`config.mk`:
```
export PLATFORM = sky130hd
export DESIGN_NAME = truth_table_sweeper
export DESIGN_NICKNAME = d
export VERILOG_FILES = /design/src/rtl/tt_sweep_pkg.sv /design/src/rtl/sweep_settle_timer.sv /design/src/rtl/truth_table_sweeper.sv
export SDC_FILE = /design/constraint.sdc
export NUM_CORES = 1
export LEC_CHECK = 0
export BUFFER_PORTS_ARGS = -buffer_cell sky130_fd_sc_hd__buf_2
export CAP_MARGIN = 20
export CORE_AREA = 2 2 46 69
export CTS_BUF_LIST = sky130_fd_sc_hd__clkbuf_4 sky130_fd_sc_hd__clkbuf_8
export CTS_CLUSTER_DIAMETER = 100
export DETAILED_ROUTE_END_ITERATION = 8
export DIE_AREA = 0 0 48 71
export PLACE_DENSITY = 0.83
export SYNTH_ARGS = -nofsm -noshare
export SYNTH_HDL_FRONTEND = slang
export SYNTH_SLANG_ARGS = --single-unit
```
`constraint.sdc`:
```
create_clock -name clk -period 4.6 [get_ports clk]
set_clock_uncertainty 0.15 [all_clocks]
set_input_delay 0.23 -clock clk [delete_from_list [all_inputs] [get_ports clk]]
set_output_delay 0.23 -clock clk [all_outputs]
set_load 0.02 [all_outputs]
```
`src/rtl/tt_sweep_pkg.sv`:
```
// Shared types and sizes for the truth-table sweeper and its settle timer.
// Rows are 3-bit input patterns; the recovered code holds one bit per row.
package tt_sweep_pkg;

  localparam int TT_ROWS   = 8;
  localparam int TT_IN_W   = 3;
  localparam int TT_CODE_W = 8;

  localparam logic [TT_IN_W-1:0] LAST_ROW = TT_IN_W'(TT_ROWS - 1);

  typedef enum logic {
    IDLE,
    SWEEP
  } sweep_state_e;

endpackage

```
`src/rtl/sweep_settle_timer.sv`:
```
// Loadable down-counter that marks the sample edge of each row.
// It reloads itself on every tick so that consecutive rows are timed back to back.
module sweep_settle_timer #(
  parameter int SETTLE_CYCLES = 2
) (
  input  logic clk,
  input  logic rst_n,
  input  logic load_i,
  input  logic en_i,
  output logic tick_o
);

  localparam int CNT_W = $clog2(SETTLE_CYCLES + 1);
  localparam logic [CNT_W-1:0] RELOAD = CNT_W'(SETTLE_CYCLES);
  localparam logic [CNT_W-1:0] ONE    = CNT_W'(1);

  logic [CNT_W-1:0] count_q;

  // After a load of S the count reaches 1 on the S-th edge, so the tick
  // lands exactly S cycles after the row was first driven.
  assign tick_o = en_i && (count_q == ONE);

  always_ff @(posedge clk) begin
    if (!rst_n) begin
      count_q <= '0;
    end else if (load_i) begin
      count_q <= RELOAD;
    end else if (en_i) begin
      count_q <= tick_o ? RELOAD : count_q - ONE;
    end
  end

endmodule

```
`src/rtl/truth_table_sweeper.sv`:
```
// Drives all eight rows of a 3-input block, samples its output after a settle
// window per row, and reports the recovered truth-table code against an expectation.
module truth_table_sweeper
  import tt_sweep_pkg::*;
#(
  parameter int SETTLE_CYCLES = 2
) (
  input  logic                 clk,
  input  logic                 rst_n,
  input  logic                 start,
  input  logic [TT_CODE_W-1:0] expect_code,
  output logic [TT_IN_W-1:0]   dut_in,
  input  logic                 dut_out,
  output logic                 busy,
  output logic                 done,
  output logic [TT_CODE_W-1:0] code,
  output logic                 match,
  output logic [TT_CODE_W-1:0] mismatch_mask
);

  if (SETTLE_CYCLES < 1) begin : g_settle_check
    $error("truth_table_sweeper: SETTLE_CYCLES must be at least 1");
  end

  sweep_state_e         state_q;
  logic [TT_IN_W-1:0]   row_q;
  logic                 busy_q;
  logic                 done_q;
  logic [TT_CODE_W-1:0] code_q;
  logic [TT_CODE_W-1:0] code_d;
  logic [TT_CODE_W-1:0] expect_q;
  logic                 match_q;
  logic [TT_CODE_W-1:0] mask_q;

  logic timer_load;
  logic timer_tick;

  // The first SWEEP cycle has busy still low; that cycle launches row 0
  // and arms the settle timer, which is why busy trails acceptance by one edge.
  assign timer_load = (state_q == SWEEP) && !busy_q;

  sweep_settle_timer #(
    .SETTLE_CYCLES(SETTLE_CYCLES)
  ) u_settle_timer (
    .clk   (clk),
    .rst_n (rst_n),
    .load_i(timer_load),
    .en_i  (busy_q),
    .tick_o(timer_tick)
  );

  // Row 000 lands in the MSB so the code reads left to right in row order.
  always_comb begin
    code_d = code_q;
    code_d[LAST_ROW - row_q] = dut_out;
  end

  always_ff @(posedge clk) begin
    if (!rst_n) begin
      state_q  <= IDLE;
      row_q    <= '0;
      busy_q   <= 1'b0;
      done_q   <= 1'b0;
      code_q   <= '0;
      expect_q <= '0;
      match_q  <= 1'b0;
      mask_q   <= '0;
    end else begin
      done_q <= 1'b0;
      case (state_q)
        IDLE: begin
          if (start) begin
            state_q  <= SWEEP;
            expect_q <= expect_code;
            code_q   <= '0;
            match_q  <= 1'b0;
            mask_q   <= '0;
          end
        end
        SWEEP: begin
          if (!busy_q) begin
            busy_q <= 1'b1;
            row_q  <= '0;
          end else if (timer_tick) begin
            code_q <= code_d;
            if (row_q == LAST_ROW) begin
              state_q <= IDLE;
              busy_q  <= 1'b0;
              done_q  <= 1'b1;
              row_q   <= '0;
              match_q <= (code_d == expect_q);
              mask_q  <= code_d ^ expect_q;
            end else begin
              row_q <= row_q + 1'b1;
            end
          end
        end
        default: begin
          state_q <= IDLE;
        end
      endcase
    end
  end

  assign dut_in        = row_q;
  assign busy          = busy_q;
  assign done          = done_q;
  assign code          = code_q;
  assign match         = match_q;
  assign mismatch_mask = mask_q;

endmodule

```
==> flow_summary.json, run 1 <==
{
  "r2r_slack_ps": 2550,
  "gp_congestion": 0.803,
  "top_layer_used": "met4",
  "period_share_pct": 44.6,
  "wl_met3_um": 143,
  "synth_fa_ha_area_share_pct": 2.35,
  "async_flop_share_pct": 0,
  "clock_path_buffers": 2,
  "synth_warnings": 0,
  "clkTransAtPathRegs_ps": 70,
  "wl_met2_mm": 1.80,
  "cts_setup_buffers": 0,
  "cts_resized": 0,
  "fillers": 255,
  "synth_ff_type": "dfxtp_1",
  "max-vdd-ir-drop_v": 0.000304,
  "rsz0062_at_grt": "false",
  "cp_num_buf_inv": 1,
  "critPathSlowestCell": "dfxtp_1",
  "worstHoldPathType": "primary input to flip-flop",
  "cts_buffers": 5,
  "clock_latency_ps": 280,
  "wl_mm": 3.51,
  "grt_remaining_overflow": 0,
  "endpoint_kind": "flip-flop",
  "cpPeakStageDelay_ps": 500,
  "cp.required_ps": 4630,
  "ant_nets": 0,
  "htreeDepth": 2,
  "clock-root-buffer": "clkbuf_8",
  "finalHoldViolations": 0,
  "setup_tns_ps": 0,
  "finish.instance_area_sq_um": 1870,
  "synth.area.mux_share_pct": 5.01,
  "setup_viol": 0,
  "p_per_area_nw_per_um2": 336,
  "portBuffers": 33,
  "synth_edf_count": 0,
  "crit_start": "dut_in[2]",
  "timing.fmax_mhz": 487,
  "synth.distinct_cells": 30,
  "power.leakage_nw": 0.763,
  "placed_area_sq_um": 1750,
  "grt_pass1_wl_mm": 5.78,
  "io_pins": 34,
  "cp_top_family": "simple AND/OR/NAND/NOR gates",
  "num_vias": 1446,
  "synth-seq-cells": 33,
  "finish.net_count": 231,
  "drcViolationCount": 0,
  "crit_arrival_ps": 2080,
  "critPathKind": "flip-flop to flip-flop",
  "die_w_um": 48,
  "cap_viol_max_count": 0,
  "path_cells": "inv_1 -> nor3_1 -> mux2i_1 -> xor2_1 -> o21ai_0 -> and2_1",
  "finalMaxSlewViolations": 0,
  "row_count": 24,
  "wl_met1_mm": 1.42,
  "drt_iter0_drc": 33,
  "wire_per_inst_um": 13.7,
  "drt_first_pass_iters": 4,
  "crit_fanout": 10,
  "synth.net_count": 204,
  "hp-start": "start",
  "syn_to_final_growth_pct": 17.1,
  "synth_top_family_by_area": "simple AND/OR/NAND/NOR gates",
  "synthXorXnorAreaFrac_pct": 4.39,
  "cts_tree": "built",
  "cts_sinks": 33,
  "layout_common_cells": "dfxtp_1 (33), buf_2 (33), nand2_1 (31)",
  "syn-cell-area_sq_um": 1600,
  "antenna_found_initial": 0,
  "synthCells": 189,
  "avgSynthCellArea_sq_um": 8.45,
  "drive_gt1_share_pct": 20.3,
  "via_per_inst": 5.65,
  "status": "finished clean",
  "min_period_ps": 2050,
  "total_power_mw": 0.628,
  "coreArea_sq_um": 2850,
  "max_slew_margin_pct": 57.3,
  "ys_seq_area_share_pct": 41.3,
  "r2r_start": "dut_in[2]",
  "synth_compound_area_share_pct": 16.9,
  "dpl.hpwl_mm": 2.36,
  "grt_max_degree": 32,
  "die_area_sq_um": 3410,
  "fp.dieH_um": 71,
  "postCtsHoldBufs": 0,
  "grt_pass1_vias": 1319,
  "num_antenna_cells": 0,
  "yosys.area_share.simple_pct": 25.5,
  "worst_pin_slew_ps": 641,
  "grt_usage_pct": 23.7,
  "initial_core_util_pct": 56.0,
  "crit_path_start_kind": "flip-flop"
}
## worst paths after layout
kind / cells past startpoint / to
max: 6 / mismatch_mask[3]
min reg2reg: 2 / mismatch_mask[1]
max reg2reg: 6 / mismatch_mask[3]
min: 3 / state_q
## metal layers
metal  global-route usage [%]  up-vias
met3                     6.12       14
met4                     12.3        0
met1                     26.8      680
li1                         -      702
met2                     38.7       50
met5                        0        -
## kinds of logic (layout without fill, tap and decap cells)
group	after synthesis	after routing
AND/OR/NAND/NOR	80	80
AO/OA/AOI/OAI	41	41
flip-flops	33	33
buffers and inverters	16	44
XOR/XNOR	8	8
multiplexers	8	8
adder cells (fa/ha/maj)	3	3
## cell type report
class | instances | area (sq um) | share of cell area [%]
timing repair buffer | 33 | 165 | 8.83
tap | 39 | 48.8 | 2.61
clock buffer | 7 | 90.1 | 4.82
multi-input combinational | 140 | 865 | 46.2
inverter | 3 | 11.3 | 0.602
clock inverter | 1 | 30.0 | 1.61
sequential | 33 | 661 | 35.3
## registers in the layout (all words and copies together), names as in the netlist
register and cells:
expect_q 8, match 1, dut_in 3, mismatch_mask 8
u_settle_timer.count_q 2, done 1, state_q 1, code 8
busy 1
## worst min-delay path: stages
cell,delay (ps)
buf_2,100
nor2_1,40
nor2_1,60
## synth_stat cells (3+ instances only)
master    instances  area, sq um
dfxtp_1          33          661
nor3b_1           3         22.5
nand2_1          31          116
inv_1             3         11.3
mux2i_1           8         80.1
xnor2_1           7         61.3
a22oi_1           8         60.1
nor2b_1          11         68.8
ha_1              3         37.5
a21boi_0         16          120
nand3_1          11         55.1
clkbuf_1         10         37.5
o21ai_0          14         70.1
nor2_1            5         18.8
nor3_1            4         20.0
and2_1            5         31.3
## power breakdown
group          switching (mW)  leakage (nW)  total, mW  internal (mW)
registers             0.00776         0.268      0.301          0.293
logic                  0.0251         0.433     0.0437         0.0187
clock network           0.101        0.0619      0.284          0.182
## metrics by stage
| step | hold WS [ps] | util (%) | worst slack (ps) | std cells |
|---|---|---|---|---|
| floorplan | 196 | - | 2720 | 189 |
| global placement | 307 | 61.4 | 2610 | 248 |
| detailed placement | 315 | 61.4 | 2620 | 248 |
| CTS | 34.7 | 65.6 | 2550 | 256 |
| global route | 52.7 | 65.6 | 2330 | 256 |
| finish | 35.0 | 65.6 | 2550 | 256 |
(Power assumes the default switching activity.)
==> run 2, diff against run 1 <==
--- a/config.mk
+++ b/config.mk
@@ -7,12 +7,12 @@
 export LEC_CHECK = 0
 export BUFFER_PORTS_ARGS = -buffer_cell sky130_fd_sc_hd__buf_2
 export CAP_MARGIN = 20
-export CORE_AREA = 2 2 46 69
+export CORE_AREA = 2 2 50 75
 export CTS_BUF_LIST = sky130_fd_sc_hd__clkbuf_4 sky130_fd_sc_hd__clkbuf_8
 export CTS_CLUSTER_DIAMETER = 100
 export DETAILED_ROUTE_END_ITERATION = 8
-export DIE_AREA = 0 0 48 71
-export PLACE_DENSITY = 0.83
+export DIE_AREA = 0 0 52 77
+export PLACE_DENSITY = 0.74
 export SYNTH_ARGS = -nofsm -noshare
 export SYNTH_HDL_FRONTEND = slang
 export SYNTH_SLANG_ARGS = --single-unit
==> constraint.sdc (replaced) <==
create_clock -name clk -period 1.8 [get_ports clk]
set_clock_uncertainty 0.15 [all_clocks]
set_input_delay 0.09 -clock clk [delete_from_list [all_inputs] [get_ports clk]]
set_output_delay 0.09 -clock clk [all_outputs]
set_load 0.02 [all_outputs]
==> flow_summary.json, run 2 (synthesized netlist as in run 1, its figures left out) <==
{
  "status": "finished clean",
  "drcViolationCount": 0,
  "drt_iter0_drc": 25,
  "crit_end": "match",
  "max-vdd-ir-drop_v": 0.000648,
  "clkTransAtPathRegs_ps": 70,
  "stdcell_count": 284,
  "final_common_cell": "buf_2",
  "fp.dieH_um": 77,
  "dpl.hpwl_mm": 2.63,
  "crit_path_start_kind": "flip-flop",
  "crit_arrival_ps": 1820,
  "gp_congestion": 0.855,
  "cp.required_ps": 1870,
  "finalHoldViolations": 0,
  "crit_start": "dut_in[1]",
  "finalMaxSlewViolations": 0,
  "layout_common_cells": "buf_2 (33), nand2_1 (30), dfxtp_1 (30)",
  "grt_max_degree": 32,
  "crit_fanout": 9,
  "timing.fmax_mhz": 574,
  "cts_tree": "built",
  "num_vias": 1490,
  "portBuffers": 33,
  "coreArea_sq_um": 3350,
  "die_w_um": 52,
  "dp_slack_ps": 6.62,
  "endpoint_kind": "flip-flop",
  "finish.net_count": 256,
  "power.leakage_nw": 0.895,
  "grt_usage_pct": 20.9,
  "clock_path_buffers": 2,
  "final_core_util_pct": 64.1,
  "syn_to_final_growth_pct": 34.4,
  "row_count": 26,
  "critPathKind": "flip-flop to flip-flop",
  "rsz0062_at_grt": "true",
  "grt_pass1_vias": 1392,
  "r2r_slack_ps": 60,
  "grt_remaining_overflow": 0,
  "wire_per_inst_um": 13.6,
  "ff2ff_path_depth": 6,
  "initial_core_util_pct": 47.7,
  "r2r-end": "match",
  "period_share_pct": 96.8,
  "max_slew_margin_pct": 71.0,
  "setup_ws_ps": 57.5,
  "r2r_start": "dut_in[1]",
  "clock-root-buffer": "clkbuf_8",
  "wl_mm": 3.86,
  "via_per_inst": 5.25,
  "num_antenna_cells": 0,
  "worstHoldPathType": "primary input to flip-flop",
  "p_per_area_nw_per_um2": 765,
  "total_power_mw": 1.64,
  "ant_nets": 0,
  "setup_viol": 0,
  "htreeDepth": 2,
  "cap_viol_max_count": 0,
  "antenna_found_initial": 0,
  "cts_buffers": 5,
  "dp_cells": 266,
  "grt_pass1_wl_mm": 6.14,
  "die_area_sq_um": 4000,
  "io_pins": 34,
  "drive_gt1_share_pct": 29.3,
  "clock_latency_ps": 290,
  "drt_first_pass_iters": 4,
  "min_period_ps": 1740,
  "cts_sinks": 33,
  "worst_pin_slew_ps": 434
}
==> run 2: cell count changes in the layout (fill, tap and decap cells not counted), moves of 2 or more <==
cell / delta
buf_4: +16
dfxtp_1: -3
dfxtp_4: +2
dlygate4sd3_1: +9
mux2i_1: -2
nor3_1: -2
nor3b_1: -2
==> run 2: report_power, final <==
part	leakage, nW	switching, mW	total (mW)	internal [mW]
Sequential	0.270	0.0173	0.763	0.746
Clock	0.0619	0.270	0.736	0.466
Combinational	0.563	0.0728	0.142	0.0696
Total	0.895	0.360	1.64	1.28
==> run 2: worst max-delay path, stage by stage, from the launching register on <==
cell	delay [ps]
dfxtp_2	370
and3b_1	270
mux2i_1	280
xnor2_1	120
nor4_1	280
nand4_1	130
o21ai_1	80
==> run 2: how the worst min path moves through the flow <==
stage,from,to,slack (ps),depth (start not counted)
6_report,rst_n,mismatch_mask[7],120,2
2_1_floorplan,start,state_q,60,2
3_3_place_gp,start,state_q,190,3
4_1_cts,rst_n,mismatch_mask[2],120,2
5_1_grt,rst_n,expect_q[7],150,2
3_5_place_dp,start,state_q,200,3
==> run 2: per-stage QoR <==
| stage | instance area (sq um) | hold WS, ps | setup TNS (ps) |
|---|---|---|---|
| after floorplan | 1600 | 55.8 | -18.4 |
| after global placement | 1870 | 189 | 0 |
| final | 2150 | 124 | 0 |
| after global routing | 2150 | 150 | -35.7 |
| after CTS | 2090 | 123 | 0 |
| after detailed placement | 1870 | 200 | 0 |
==> run 2: cell type report <==
cell class | count | area [sq um]
Multi-Input combinational cell | 140 | 918
Inverter | 3 | 11.3
Clock inverter | 1 | 30.0
Tap cell | 42 | 52.6
Timing Repair Buffer | 58 | 375
Sequential cell | 33 | 669
Fill cell | 302 | 1200
Clock buffer | 7 | 90.1
==> run 2: per-layer routing <==
layer | vias up | part of all wire [%] | global-route usage, % | wire length [um]
li1 | 747 | - | - | -
met1 | 688 | 40 | 21.8 | 1540
met2 | 40 | 52 | 34.7 | 1990
met3 | 15 | 3.5 | 5.64 | 136
met4 | 0 | 4.9 | 14.2 | 190
met5 | - | 0 | 0 | 0
==> run 2: repair_timing <==
| item | 4_1_cts | 5_1_grt |
|---|---|---|
| setup endpoints to repair | 1 | 11 |
| hold endpoints to repair | 9 | 0 |
| resized for setup | 1 | 14 |
| setup buffers | 0 | 1 |
| hold buffers | 9 | 0 |
| pin swaps | 0 | 1 |
